<file path="src/rtl/bananachine_pkg.sv">
// Shared definitions for the fetch front end.
// - fetch_state_t : fetch FSM state encoding (IDLE, REQ, VALID, ERR)
// - PC_SRC_*      : next-PC select codes driven on pc_src
package bananachine_pkg;

    typedef enum logic [1:0] {
        ST_IDLE  = 2'd0,
        ST_REQ   = 2'd1,
        ST_VALID = 2'd2,
        ST_ERR   = 2'd3
    } fetch_state_t;

    localparam logic [1:0] PC_SRC_INC    = 2'd0;  // pc + 1
    localparam logic [1:0] PC_SRC_BRANCH = 2'd1;  // pc + sext(imm)
    localparam logic [1:0] PC_SRC_JUMP   = 2'd2;  // jump_target
    localparam logic [1:0] PC_SRC_HOLD   = 2'd3;  // keep pc

endpackage

</file>
<file path="src/rtl/pc_next_sel.sv">
// Next-PC adder and select.
// Ports:
//   pc          in  current program counter
//   imm         in  raw instruction immediate (always sign-extended here)
//   jump_target in  register-sourced absolute target
//   pc_src      in  select code (PC_SRC_*)
//   next_pc     out selected next program counter
//   link_pc     out pc + 1 (return address)
// All arithmetic wraps modulo 2^WIDTH.
module pc_next_sel
    import bananachine_pkg::*;
#(
    parameter int WIDTH    = 16,
    parameter int IMM_BITS = 8
) (
    input  logic [WIDTH-1:0]    pc,
    input  logic [IMM_BITS-1:0] imm,
    input  logic [WIDTH-1:0]    jump_target,
    input  logic [1:0]          pc_src,
    output logic [WIDTH-1:0]    next_pc,
    output logic [WIDTH-1:0]    link_pc
);

    logic signed [WIDTH-1:0] imm_sext;

    // Branch offsets are signed regardless of how the immediate is presented
    // to the datapath.
    assign imm_sext = {{(WIDTH-IMM_BITS){imm[IMM_BITS-1]}}, imm};
    assign link_pc  = pc + WIDTH'(1);

    always_comb begin
        next_pc = pc;
        case (pc_src)
            PC_SRC_INC:    next_pc = link_pc;
            PC_SRC_BRANCH: next_pc = pc + imm_sext;
            PC_SRC_JUMP:   next_pc = jump_target;
            default:       next_pc = pc;
        endcase
    end

endmodule

</file>
<file path="src/rtl/pc_fetch_unit.sv">
// Program counter and instruction fetch unit.
// Ports:
//   clk, reset          clock (rising edge), asynchronous active-high reset
//   fetch_en            request the next instruction
//   pc_load, pc_src     commit next PC (VALID only) and its source select
//   jump_target         absolute jump address
//   imm_sign_ext        1: immediate output sign-extended, 0: zero-extended
//   mem_ready/mem_rdata memory handshake and returned instruction word
//   mem_req/mem_addr    fetch request and address (address = pc)
//   ins_valid + fields  decoded instruction fields (op_code, a_index,
//                       ext_op_code, b_index, immediate)
//   pc, link_pc         current pc and pc + 1
//   fetch_timeout       sticky flag: memory did not answer within MAX_WAIT
module pc_fetch_unit
    import bananachine_pkg::*;
#(
    parameter int          WIDTH    = 16,
    parameter int          OP_BITS  = 4,
    parameter int          REG_BITS = 4,
    parameter int          IMM_BITS = 8,
    parameter logic [15:0] RESET_PC = 16'h0000,
    parameter int          MAX_WAIT = 15
) (
    input  logic                clk,
    input  logic                reset,
    input  logic                fetch_en,
    input  logic                pc_load,
    input  logic [1:0]          pc_src,
    input  logic [WIDTH-1:0]    jump_target,
    input  logic                imm_sign_ext,
    input  logic                mem_ready,
    input  logic [WIDTH-1:0]    mem_rdata,
    output logic                mem_req,
    output logic [WIDTH-1:0]    mem_addr,
    output logic                ins_valid,
    output logic [OP_BITS-1:0]  op_code,
    output logic [REG_BITS-1:0] a_index,
    output logic [OP_BITS-1:0]  ext_op_code,
    output logic [REG_BITS-1:0] b_index,
    output logic [WIDTH-1:0]    immediate,
    output logic [WIDTH-1:0]    pc,
    output logic [WIDTH-1:0]    link_pc,
    output logic                fetch_timeout
);

    localparam int               CNT_W     = $clog2(MAX_WAIT + 1);
    localparam logic [CNT_W-1:0] WAIT_LAST = CNT_W'(MAX_WAIT - 1);

    fetch_state_t     state_q, state_d;
    logic [WIDTH-1:0] ins_q;
    logic [WIDTH-1:0] pc_q;
    logic [WIDTH-1:0] next_pc;
    logic [CNT_W-1:0] wait_cnt_q;
    logic             mem_req_q, ins_valid_q, timeout_q;

    logic latch_ins, load_pc, cnt_clr, cnt_inc, timeout_set, timeout_clr;

    pc_next_sel #(
        .WIDTH    (WIDTH),
        .IMM_BITS (IMM_BITS)
    ) u_pc_next_sel (
        .pc          (pc_q),
        .imm         (ins_q[IMM_BITS-1:0]),
        .jump_target (jump_target),
        .pc_src      (pc_src),
        .next_pc     (next_pc),
        .link_pc     (link_pc)
    );

    always_comb begin
        state_d     = state_q;
        latch_ins   = 1'b0;
        load_pc     = 1'b0;
        cnt_clr     = 1'b0;
        cnt_inc     = 1'b0;
        timeout_set = 1'b0;
        timeout_clr = 1'b0;
        case (state_q)
            ST_IDLE: begin
                if (fetch_en) begin
                    state_d = ST_REQ;
                    cnt_clr = 1'b1;
                end
            end
            ST_REQ: begin
                // A response on the final wait cycle still wins over timeout.
                if (mem_ready) begin
                    state_d   = ST_VALID;
                    latch_ins = 1'b1;
                end else if (wait_cnt_q == WAIT_LAST) begin
                    state_d     = ST_ERR;
                    timeout_set = 1'b1;
                end else begin
                    cnt_inc = 1'b1;
                end
            end
            ST_VALID: begin
                if (pc_load) begin
                    load_pc = 1'b1;
                    if (fetch_en) begin
                        state_d = ST_REQ;
                        cnt_clr = 1'b1;
                    end else begin
                        state_d = ST_IDLE;
                    end
                end
            end
            ST_ERR: begin
                // Retry at the same pc; the flag clears as the retry starts.
                if (fetch_en) begin
                    state_d     = ST_REQ;
                    cnt_clr     = 1'b1;
                    timeout_clr = 1'b1;
                end
            end
            default: state_d = ST_IDLE;
        endcase
    end

    always_ff @(posedge clk or posedge reset) begin
        if (reset) begin
            state_q     <= ST_IDLE;
            pc_q        <= WIDTH'(RESET_PC);
            ins_q       <= '0;
            wait_cnt_q  <= '0;
            mem_req_q   <= 1'b0;
            ins_valid_q <= 1'b0;
            timeout_q   <= 1'b0;
        end else begin
            state_q     <= state_d;
            mem_req_q   <= (state_d == ST_REQ);
            ins_valid_q <= (state_d == ST_VALID);
            if (latch_ins)   ins_q      <= mem_rdata;
            if (load_pc)     pc_q       <= next_pc;
            if (cnt_clr)     wait_cnt_q <= '0;
            else if (cnt_inc) wait_cnt_q <= wait_cnt_q + CNT_W'(1);
            if (timeout_set)      timeout_q <= 1'b1;
            else if (timeout_clr) timeout_q <= 1'b0;
        end
    end

    assign mem_req       = mem_req_q;
    assign ins_valid     = ins_valid_q;
    assign fetch_timeout = timeout_q;
    assign pc            = pc_q;
    assign mem_addr      = pc_q;

    assign b_index     = ins_q[REG_BITS-1:0];
    assign ext_op_code = ins_q[REG_BITS +: OP_BITS];
    assign a_index     = ins_q[REG_BITS+OP_BITS +: REG_BITS];
    assign op_code     = ins_q[2*REG_BITS+OP_BITS +: OP_BITS];
    assign immediate   = imm_sign_ext
                       ? {{(WIDTH-IMM_BITS){ins_q[IMM_BITS-1]}}, ins_q[IMM_BITS-1:0]}
                       : {{(WIDTH-IMM_BITS){1'b0}}, ins_q[IMM_BITS-1:0]};

endmodule

</file>
<file path="config.mk">
export PLATFORM = sky130hd
export DESIGN_NAME = pc_fetch_unit
export DESIGN_NICKNAME = d
export VERILOG_FILES = /design/src/rtl/bananachine_pkg.sv /design/src/rtl/pc_next_sel.sv /design/src/rtl/pc_fetch_unit.sv
export SDC_FILE = /design/constraint.sdc
export NUM_CORES = 1
export LEC_CHECK = 0
export ABC_AREA = 1
export BUFFER_PORTS_ARGS = -buffer_cell sky130_fd_sc_hd__buf_4
export CAP_MARGIN = 20
export CORE_MARGIN = 2
export CORE_UTILIZATION = 40
export CTS_CLUSTER_SIZE = 40
export DETAILED_ROUTE_END_ITERATION = 10
export PLACE_DENSITY = 0.66
export SLEW_MARGIN = 40
export SYNTH_ARGS = -nofsm -noshare
export SYNTH_HDL_FRONTEND = slang
export SYNTH_SLANG_ARGS = --single-unit
export TNS_END_PERCENT = 5
</file>
<file path="constraint.sdc">
create_clock -name clk -period 2.5 [get_ports clk]
set_clock_uncertainty 0.2 [all_clocks]
set_input_delay 0.375 -clock clk [delete_from_list [all_inputs] [get_ports clk]]
set_output_delay 0.375 -clock clk [all_outputs]
set_load 0.03 [all_outputs]
</file>
# Word level (Yosys, flattened, before mapping)
# Cells that the tools add are included.
[totals]
ff_bits = 41
latchBits = 0
mem_bits_rw = 0
mem_bits_ro = 0
inputBits = 40
output_inout_bits = 83
memories = 0
[classes]
n_addsub = 3
multipliers = 0
n_div = 0
magnitude_cmp = 0
eq_ne = 8
shift = 0
n_mux = 26
n_bitwise = 0
n_reduce_logical = 7
[ops]
columns = ["cell", "n"]
rows = [
  ["16-bit case mux with 3 select lines", 1],
  ["16-bit by 1-bit adder with 16-bit output (second input constant)", 1],
  ["16-bit adder", 1],
  ["1-bit two-way mux", 16],
  ["16-bit two-way mux", 1],
  ["2-bit equality test (second input constant)", 4],
  ["2-bit two-way mux", 4],
  ["4-bit two-way mux", 2],
  ["2-bit by 1-bit equality test with 1-bit output (second input constant)", 3],
  ["2-bit case mux with 3 select lines", 1],
  ["4-bit by 1-bit adder with 4-bit output (second input constant)", 1],
  ["4-bit equality test (second input constant)", 1],
  ["2-bit zero test", 2],
  ["2-bit nonzero test", 2],
  ["3-bit nonzero test", 1],
  ["1-bit case mux with 2 select lines", 1],
  ["2-bit AND reduction", 1],
  ["2-bit OR reduction", 1],
]

# Longest topological paths before layout
# Gate-level depths: netlist of the first run.
[depth]
depth_word = 6
mapped_depth = 13
mapped_depth_nobuf = 13

# Cells and area by module
# From an unflattened synthesis of the first run, not the netlist that was laid out.
[hier_totals]
cells_unflattened = 532
hier_area_um2 = 3803.6
[modules_own_cells]
columns = ["module", "instances", "cells_per_inst", "area_each_um2", "seq_area_each_um2"]
rows = [
  ["pc_fetch_unit", 1, 175, 2033.2, 1026.0],
  ["pc_next_sel", 1, 357, 1770.4, 0.0],
]

# Worst setup path after synthesis of the first run
# No wires, ideal clock.
[synth_path]
path_kind = "register to output"
start = "reg pc_q[1], in the netlist mem_addr[1]"
end = "out link_pc[6]"
arrival_ps = 1814
t_required_ps = 1925
setup_slack_ps = 111
stages_incl_launch_ff = 6
n_path_buf = 0
path_cell_list = "dfrtp_1 -> ha_1 -> nand3_2 -> nor2_2 -> nand2_1 -> xor2_1"
[synth_via]
elab_chain_len = 1
[synth_rtl]
columns = ["item", "line_no", "source"]
rows = [
  ["start: declaration", "pc_fetch_unit.sv:51", "logic [WIDTH-1:0] pc_q;"],
  ["start signal: assignment", "pc_fetch_unit.sv:123", "pc_q <= WIDTH'(RESET_PC);"],
  ["start signal: assignment", "pc_fetch_unit.sv:134", "if (load_pc) pc_q <= next_pc;"],
  ["16-bit by 1-bit adder with 16-bit output", "pc_next_sel.sv:29", "assign link_pc = pc + WIDTH'(1);"],
  ["end: declaration", "pc_fetch_unit.sv:42", "output logic [WIDTH-1:0] link_pc,"],
]
# Every way passes these cells.

# Worst setup path in the final report of the first run
[layout_path]
start = "reg pc_q[1], in the netlist mem_addr[1]"
end = "out link_pc[9]"
# Same word-level chain as after synthesis.

==> summary.txt, run 1 <==
STA
  – Max transition margin: 62.76%
  – Worst-Margin Slew: about 0.56 ns
  – RSZ-0062 raised after global routing: false
  – Min Tclk post-route: ~2.4 ns
  – Final Setup Violations: 0
  – Final-report hold violation count: 0
  – Peak Freq: roughly 420 MHz
  – Fin Setup TNS: 0 ns
  – Fin crit share: 95.13%
  – Slew Viols, Final: 0

Setup path
  – Critical setup path kind: reg -> out
  – Reg-to-reg critical path startpoint: mem_addr[0]$_DFFE_PP0P_
  – Crit end category: primary output
  – CP Launch Point: mem_addr[1]$_DFFE_PP0P_
  – CP endpoint: link_pc[9]
  – Worst Path Max Fanout: 5
  – CP Launch Type: register
  – Reg2reg setup slack: between 0.15 and 0.2 ns
  – Crit path DAT: about 1.8 ns
  – Worst Path Required: around 1.9 ns
  – R2r worst-path depth: 10
  – FF-to-FF End: mem_addr[4]$_DFFE_PP0P_

Logic synthesis
  – Register area share after synthesis: between 20 and 30%
  – Post-Synthesis Cells: 514
  – Main combinational cell family by area after synthesis: simple AND/OR/NAND/NOR gates
  – Cell Area, Synth: between 0.003 and 0.004 mm^2
  – Synth Area in Adders: 9.033%
  – Syn_nets: approximately 580
  – Post-synthesis mux area share: 5.081%
  – Synth warn: 0
  – Complex-gate fraction of the synthesized area: between 9 and 10%
  – Syn_area_per_cell: 6.899 um^2
  – Synth cell types: 35
  – Xor and xnor area share after synthesis: between 2 and 2.5%
  – Synth Area in Simple Gates: 28.65%
  – Seq cells post-synth: slightly above 40

Placement
  – PortBufs: 122
  – HPWL after DPL: just over 8000 um
  – Placed Cells: around 720
  – Post-placement cell area: around 0.0044 mm^2
  – RePlAce Congestion: around 0.96

GRT
  – Grt ovf: 0
  – Total track usage: 21.20%
  – Initial antenna violation count: 0
  – Vias in the first global route: ~3,300
  – First-pass GRT wire length: between 15,000 and 20,000 um
  – Largest net degree at the start of global routing: 42

Floorplan
  – Number of cell rows: 34
  – Starting density of the core: roughly two fifths
  – I/O pins: 123
  – Die Ht: 98.15 um
  – Die X: just under 100 um
  – CORE AREA: 0.008678 mm^2
  – Die ar.: 0.009633 mm^2

Clock tree
  – CTS buffer count: 5
  – Longest Clk Path Bufs: 2
  – Clock latency at the later pin of the worst-skew pair: about 0.3 ns
  – CTS tree: yes
  – Clk root buf: clkbuf_8
  – Cts hold-fix bufs: 0
  – H-tree depth: 2
  – Sink Count: about 40
  – Clock Pin Slew Worst Setup and Hold Paths: about 0.09 ns

Detailed routing
  – Drt drc: 0
  – DRT antenna net count: 0
  – Avg WL per Cell: about 14 um
  – Routed vias: around 3,500
  – Initial detailed-routing violation count: ~160
  – Post-Route WL: 10,360 um
  – DR pass1 iterations: 4
  – Via/cell ratio: approximately 4.9

Finish
  – Layout cell share with drive strength beyond 1: 28.71%
  – # fillers: about 880
  – Commonest non-fill, non-tap cells in the layout: nand2_1, buf_4, inv_1
  – Non-Filler Instances: 728
  – Inserted Diodes: 0
  – Syn-to-layout area delta: 28.51%
  – Final Cell Area: 0.004557 mm^2
  – Most common cell after layout, fill and taps aside: nand2_1
  – Nets: around 680

Run status
  – Status: complete, no violations

Worst hold path
  – HP Class: in -> async

Job
  – MaxCap Viol Count: 0

Power
  – Leakage: 0.002551 uW
  – Worst-case vdd ir drop: approximately 640 uV
  – PD cells: about 1600 mW/mm^2
==> worst min path at each step <==
stage                                      to                 startpoint  cells past startpoint
CTS                     ins_q[13]$_DFFE_PP0P_                      reset                      3
finish                   ins_q[9]$_DFFE_PP0P_                      reset                      3
floorplan           wait_cnt_q[3]$_DFFE_PP0P_  wait_cnt_q[3]$_DFFE_PP0P_                      1
global route        fetch_timeout$_DFFE_PP0P_                  mem_ready                      2
global placement    wait_cnt_q[3]$_DFFE_PP0P_  wait_cnt_q[3]$_DFFE_PP0P_                      1
detailed placement  wait_cnt_q[3]$_DFFE_PP0P_  wait_cnt_q[3]$_DFFE_PP0P_                      1
==> through the flow <==
step                      setup WS (ns)  power, uW  hold WS (ns)  utilization, %
after CTS                       0.02800       7085       0.02153           52.19
after global placement           0.1939       6511        0.2461           51.10
after detailed placement         0.2052       6587        0.2539           51.10
final                            0.1218       7114      0.005053           52.51
after global routing           0.003409       7673       0.07249           52.51
after floorplan                  0.1114       5088        0.2335               -
==> state kept, by name, indices dropped and copies added (netlist names) <==
name           cells
ins_valid          1
state_q            2
fetch_timeout      1
ins_q             16
mem_req            1
mem_addr          16
wait_cnt_q         4
==> area by class of cell <==
cell class	instances	area [um^2]	area share, %
Timing Repair Buffer	139	1044	22.90
Clock inverter	3	25.02	0.5491
Inverter	79	296.5	6.507
Clock buffer	5	68.82	1.510
Multi-Input combinational cell	353	1956	42.92
Sequential cell	41	1032	22.65
Tap cell	108	135.1	2.965
==> routing by layer <==
| metal | share of wire (%) | global-route usage [%] | up-vias |
|---|---|---|---|
| met3 | 5.9 | 4.080 | 10 |
| met4 | 1.7 | 6.112 | 0 |
| met5 | 0 | 0 | - |
| met2 | 48 | 36.35 | 101 |
| met1 | 45 | 27.27 | 1614 |
| li1 | - | - | 1817 |
==> cells in the mapped netlist (all sizes together) <==
library cell  instances  area [um^2]
a21oi                28        140.1
a221oi                2        17.52
and2                  1        6.260
and3                  2        12.51
buf                  33        245.2
clkbuf                8        30.03
clkinv                1        3.750
dfrtp                41         1026
fa                    1        20.02
ha                   24        300.3
inv                  78        292.8
mux2                 16        180.2
nand2               155        584.3
nand3                28        150.1
nand3b                3        22.52
nand4                 4        25.02
nor2                 35        141.4
nor3                  9        61.31
o211ai                3        22.52
o21a                  1        7.510
o21ai                24        123.9
o22ai                 4        25.02
o31ai                 1        7.510
or2                   2        12.52
xor2                 10        87.58
==> kinds of logic after synthesis <==
kind of cell / after synthesis
and+or+nand+nor: 239
adders and majority gates: 25
AOI/OAI and AO/OA: 63
muxes: 16
DFF: 41
buffers and inverters: 120
xor gates and xnor gates: 10
==> worst max-delay path, stage by stage (launching register included) <==
cell and delay (ns):
dfrtp_2 0.39, buf_4 0.14, nand3_2 0.17, nor3_4 0.25, nand2_1 0.11, xor2_1 0.21
inv_1 0.06, buf_4 0.17
==> power breakdown <==
group	switching [uW]	internal (uW)	total [uW]	leakage [uW]
sequential	386	971	1360	0.000502
clock	270	202	472	0.0000447
combinational	3360	1930	5280	0.00200
total	4010	3100	7110	0.00255
==> repair_timing <==
action,4_1_cts,5_1_grt
setup endpoints to repair,2,5
resized for setup,1,6
setup buffers,0,2
(Power assumes the default switching activity.)
==> run 2: changes to the inputs <==
Settings changed: BUFFER_PORTS_ARGS -buffer_cell sky130_fd_sc_hd__buf_4 to -buffer_cell sky130_fd_sc_hd__buf_2, RECOVER_POWER set to 50.
==> run 2 against run 1 <==
Clock-buffer cell count is the same. Combinational power shrank 10%. Final cell count shrank 0.96%. Sequential share of layout area grew 2.2 points. Critical endpoint is now link_pc[10]. Via count shrank 1.4%. Global-route usage shrank 1.2 points. Cell area shrank 8.9%. Non-clock buffer count shrank 7. Sequential power is essentially flat. Wire length shrank 6.7%. Setup slack lost 0.0036 ns. Worst hold slack gained 0.083 ns. Critical path type unchanged.
==> summary.txt, run 2 (synthesis gave the netlist of run 1 again) <==
Clock tree
  – Cts hold-fix bufs: 0
  – Clock latency at the later pin of the worst-skew pair: approximately 0.30 ns
  – CTS tree: yes
  – Clock Pin Slew Worst Setup and Hold Paths: approximately 0.08 ns
  – CTS buffer count: 5
  – Sink Count: between 40 and 50
  – Clk root buf: clkbuf_8
  – Longest Clk Path Bufs: 2
  – H-tree depth: 2

STA
  – Peak Freq: 419.8 MHz
  – Slew Viols, Final: 0
  – Final Setup Violations: 0
  – Worst-Margin Slew: between 1 and 1.5 ns
  – Final-report hold violation count: 0
  – Fin crit share: between 90% and 100%
  – Hold Slack: 0.08821 ns
  – Max transition margin: between 30 and 40%
  – Min Tclk post-route: ~2.4 ns
  – Fin Setup TNS: 0 ns

Detailed routing
  – Drt drc: 0
  – Routed vias: between 3,000 and 4,000
  – Avg WL per Cell: 13.40 um
  – DR pass1 iterations: 4
  – Post-Route WL: about 9700 um
  – DRT antenna net count: 0
  – Initial detailed-routing violation count: 160
  – Via/cell ratio: slightly below 5

GRT
  – Vias in the first global route: roughly 3,300
  – Largest net degree at the start of global routing: 42
  – First-pass GRT wire length: around 16,000 um
  – Grt ovf: 0
  – Total track usage: roughly a fifth
  – Initial antenna violation count: 0

Power
  – Worst-case vdd ir drop: about 550 uV
  – PD cells: approximately 1600 mW/mm^2
  – Leakage: 0.002315 uW

Finish
  – Layout cell share with drive strength beyond 1: between 20 and 25%
  – Most common cell after layout, fill and taps aside: nand2_1
  – Non-Filler Instances: around 700
  – Commonest non-fill, non-tap cells in the layout: nand2_1, buf_2, inv_1
  – Reg area: 0.001032 mm^2
  – Area of the multi-input gates: 0.001958 mm^2
  – Syn-to-layout area delta: 17.08%
  – Final Cell Area: roughly 0.0042 mm^2
  – Inserted Diodes: 0
  – Nets: 677
  – # fillers: ~950

Setup path
  – Critical setup path kind: reg -> out
  – Worst Path Required: between 1.5 and 2 ns
  – Reg-to-reg critical path startpoint: mem_addr[0]$_DFFE_PP0P_
  – CP Launch Point: mem_addr[0]$_DFFE_PP0P_
  – Reg2reg setup slack: between 0.2 and 0.25 ns
  – Crit path DAT: between 1.5 and 2 ns
  – Crit end category: primary output
  – CP Launch Type: register
  – Worst Path Max Fanout: 6

Placement
  – HPWL after DPL: between 7000 and 8000 um
  – PortBufs: ~120
  – Placed Cells: 712
  – Post-placement cell area: approximately 0.0041 mm^2
  – RePlAce Congestion: between 0.9 and 1

Floorplan
  – I/O pins: between 100 and 150
  – Die ar.: 0.009633 mm^2
  – Die X: 98.15 um
  – CORE AREA: slightly below 0.009 mm^2
  – Die Ht: 98.15 um
  – Starting density of the core: 40.86%
  – Number of cell rows: 34

Run status
  – Status: complete, no violations

Worst hold path
  – Worst Hold Launch: mem_ready
  – HP Class: in -> reg

Job
  – MaxCap Viol Count: 0
==> run 2: cell types whose count changed in the layout (fill, tap and decap cells not counted) <==
cell,delta
buf_4,-128
buf_2,+81
clkbuf_1,+39
clkbuf_2,+1
clkinv_2,+1
clkinv_4,-1
nand2_1,-1
nand2_2,+1
==> run 2: final timing paths <==
| check | cells after the start | endpoint |
|---|---|---|
| setup / recovery | 6 | link_pc[10] |
| hold / removal | 2 | fetch_timeout$_DFFE_PP0P_ |
| setup reg to reg | 10 | mem_addr[4]$_DFFE_PP0P_ |
| hold reg to reg | 1 | wait_cnt_q[3]$_DFFE_PP0P_ |
| max in group asynchronous | 3 | mem_addr[3]$_DFFE_PP0P_ |
| min in group asynchronous | 3 | ins_q[10]$_DFFE_PP0P_ |
==> run 2: cell type report <==
type	instances	share of cell area (%)
clock buffer	5	1.658
clock inverter	3	0.5124
inverter	79	7.143
multi-input combinational	353	47.17
sequential	41	24.86
tap	108	3.255
timing repair buffer	132	15.40
==> run 2: worst max-delay path, stage by stage (launching register included) <==
cell     delay (ns)
dfrtp_2        0.42
ha_2           0.21
nand3_2        0.14
nor2_4         0.18
nand3_1        0.10
xor2_1         0.22
buf_2          0.24
==> run 2: timing repair <==
item                       4_1_cts  5_1_grt
setup endpoints to repair        3        6
pin swaps                        0        1
setup buffers                    0        1
resized for setup                2        9
hold endpoints to repair         0        0
==> run 2: layer usage <==
| layer | vias up | routed length (um) | global-route usage, % |
|---|---|---|---|
| met5 | - | 0 | 0 |
| li1 | 1794 | - | - |
| met1 | 1573 | 4199 | 24.70 |
| met4 | 0 | 150 | 5.058 |
| met2 | 115 | 4655 | 35.72 |
| met3 | 12 | 656 | 4.009 |
==> run 2: where the power goes <==
part | leakage, uW | internal (uW) | switching, uW | total (uW)
Clock | 0.0000445 | 198 | 257 | 456
Combinational | 0.00177 | 1440 | 3290 | 4730
Sequential | 0.000502 | 971 | 395 | 1370
Total | 0.00232 | 2600 | 3940 | 6550
==> run 2: through the flow <==
stage               util (%)  setup slack, ns  power (uW)
CTS                    48.14          0.02270        6606
global route           47.84         -0.01343        7130
global placement       47.06           0.3013        6053
detailed placement     47.06           0.2687        6119
floorplan                  -           0.1114        5088
finish                 47.84           0.1182        6549
==> run 3: changes to the inputs <==
Settings changed: GPL_TIMING_DRIVEN set to 0.
==> run 3 against run 2 <==
Setup slack lost 0.016 ns. Critical path depth grew 2. Clock-buffer cell count grew 2. Wire length grew 3.1%. Register-to-register slack is essentially flat. Combinational power grew 4%. Via count grew 3.7%. Sequential share of layout area shrank 1.5 points. Clock power grew 27%. Sequential power grew 4%. Worst hold slack gained 0.0083 ns. Die area is the same. Largest cell class unchanged. Critical endpoint is now link_pc[14].
==> summary.txt, run 3 (synthesis gave the netlist of run 1 again) <==
Clock tree
  – Clk root buf: clkbuf_8
  – H-tree depth: 2
  – Sink Count: 41
  – Longest Clk Path Bufs: 2
  – CTS tree: yes
  – CTS buffer count: 5
  – Clock Pin Slew Worst Setup and Hold Paths: around 0.090 ns
  – Clock latency at the later pin of the worst-skew pair: about 0.3 ns

Run status
  – Status: complete, no violations

STA
  – Slew Viols, Final: 0
  – Worst setup margin: ~0.10 ns
  – Min Tclk post-route: approximately 2.4 ns
  – Worst-Margin Slew: 0.8929 ns
  – Final-report hold violation count: 0
  – Max transition margin: between 40% and 50%
  – Hold Slack: 0.09649 ns
  – Peak Freq: about 420 MHz
  – Fin crit share: between 90 and 100%
  – Final Setup Violations: 0

Detailed routing
  – DRT antenna net count: 0
  – Drt drc: 0
  – Via/cell ratio: approximately 4.8
  – Avg WL per Cell: around 13 um
  – Post-Route WL: between 9000 and 10,000 um
  – Initial detailed-routing violation count: roughly 180
  – Routed vias: 3,622
  – DR pass1 iterations: 4

Finish
  – Layout cell share with drive strength beyond 1: between 20% and 30%
  – Final Core Density: 50.88%
  – # fillers: 901
  – Most common cell after layout, fill and taps aside: nand2_1
  – Nets: 710
  – Inserted Diodes: 0
  – Syn-to-layout area delta: 24.52%
  – Commonest non-fill, non-tap cells in the layout: nand2_1, buf_2, inv_1

Placement
  – RePlAce Congestion: approximately 0.9
  – PortBufs: between 100 and 150
  – HPWL after DPL: around 8000 um
  – Setup WS pre-CTS: 0.1986 ns

Setup path
  – Critical setup path kind: reg -> out
  – Crit end category: primary output
  – Worst Path Required: approximately 1.9 ns
  – Cell Chain, Critical Path: ha_2 -> nand3_2 -> nor2_4 -> nand2_2 -> nor2_1 -> nand2_1 -> nand2_1 -> clkbuf_4
  – Most common cell on crit path: nand2_1
  – Worst Path Max Fanout: 6
  – WP buf/inv: 1
  – CP max-delay cell: dfrtp_2
  – CP Launch Type: register
  – Crit path DAT: about 1.8 ns
  – CP peak stage delay: 0.43 ns
  – Cell family with most CP delay: simple AND/OR/NAND/NOR gates

GRT
  – Total track usage: between 20% and 30%
  – Largest net degree at the start of global routing: 42
  – Vias in the first global route: 3,558
  – Initial antenna violation count: 0
  – Grt ovf: 0
  – First-pass GRT wire length: 16,350 um

Worst hold path
  – HP Class: in -> reg

Job
  – MaxCap Viol Count: 0

Floorplan
  – Number of cell rows: 34
  – Die Ht: a little under 100 um
  – Starting density of the core: between 40% and 50%
  – I/O pins: approximately 120
  – Die ar.: 0.009633 mm^2
  – Die X: between 90 and 100 um
  – CORE AREA: 0.008678 mm^2

Power
  – PD cells: between 1500 and 2000 mW/mm^2
  – Worst-case vdd ir drop: 611.1 uV
  – Leakage: around 0.0025 uW
[run 3: cell count changes in the layout (fill, tap and decap cells not counted), moves of 2 or more]
cell and delta:
buf_2 +5, buf_4 +22, xor2_2 +2, xor2_1 -2
clkbuf_1 +6
[run 3: path summary, 6_finish.rpt]
| kind | start | endpoint | slack (ns) | depth (start not counted) |
|---|---|---|---|---|
| setup / recovery | mem_addr[0]$_DFFE_PP0P_ | link_pc[14] | 0.10 | 8 |
| hold / removal | mem_rdata[3] | ins_q[3]$_DFFE_PP0P_ | 0.1 | 2 |
| setup reg to reg | mem_addr[0]$_DFFE_PP0P_ | mem_addr[14]$_DFFE_PP0P_ | 0.22 | 12 |
| hold reg to reg | wait_cnt_q[3]$_DFFE_PP0P_ | wait_cnt_q[3]$_DFFE_PP0P_ | 0.27 | 1 |
| max in group asynchronous | reset | mem_addr[0]$_DFFE_PP0P_ | 0.88 | 3 |
| min in group asynchronous | reset | mem_addr[6]$_DFFE_PP0P_ | 0.62 | 3 |
[run 3: worst register-to-register path, stage by stage, from the launching register on]
cell and delay [ns]:
dfrtp_2 0.45, ha_1 0.26, fa_1 0.39, nand2_1 0.10, nand2_1 0.08, nand3b_1 0.08
nand2_1 0.13, nand2_1 0.11, nand3_1 0.08, nand3_1 0.12, nand2_1 0.08, nand2_1 0.06
nand2_1 0.04
[run 3: layout make-up]
cell class                 count  area [um^2]  area share, %
buffer                        41        275.3          6.234
clock buffer                   7        86.33          1.955
clock inverter                 1        30.03         0.6801
inverter                      79        296.5          6.716
multi-input combinational    353         1976          44.74
sequential                    41         1031          23.35
tap                          108        135.1          3.060
timing repair buffer         124        585.6          13.26
[run 3: what timing repair did]
item / CTS / global route
setup buffers: 1 / 0
resized for setup: 3 / 9
endpoints found under the hold margin: 41 / 0
setup endpoints to repair: 4 / 3
hold buffers: 1 / 0
[run 3: routing by layer]
metal	vias up	track usage, %	wire, um
met5	-	0	0
li1	1855	-	-
met1	1651	25.07	4299
met3	9	4.080	631
met4	0	4.426	104
met2	107	37.83	4922
[run 3: per-stage QoR]
| step | TNS, ns | instances | total power, uW | area, um^2 |
|---|---|---|---|---|
| 2_1_floorplan | 0 | 514 | 5088 | 3546 |
| 3_3_place_gp | 0 | 744 | 6265 | 4292 |
| 3_5_place_dp | 0 | 744 | 6358 | 4294 |
| 4_1_cts | 0 | 754 | 6980 | 4438 |
| 5_1_grt | -0.0006268 | 754 | 7524 | 4415 |
| 6_report | 0 | 754 | 6911 | 4415 |
[run 3: power breakdown]
| part | internal, uW | total (uW) | switching, uW |
|---|---|---|---|
| clock network | 326 | 580 | 254 |
| logic | 1650 | 4910 | 3260 |
| registers | 968 | 1420 | 453 |
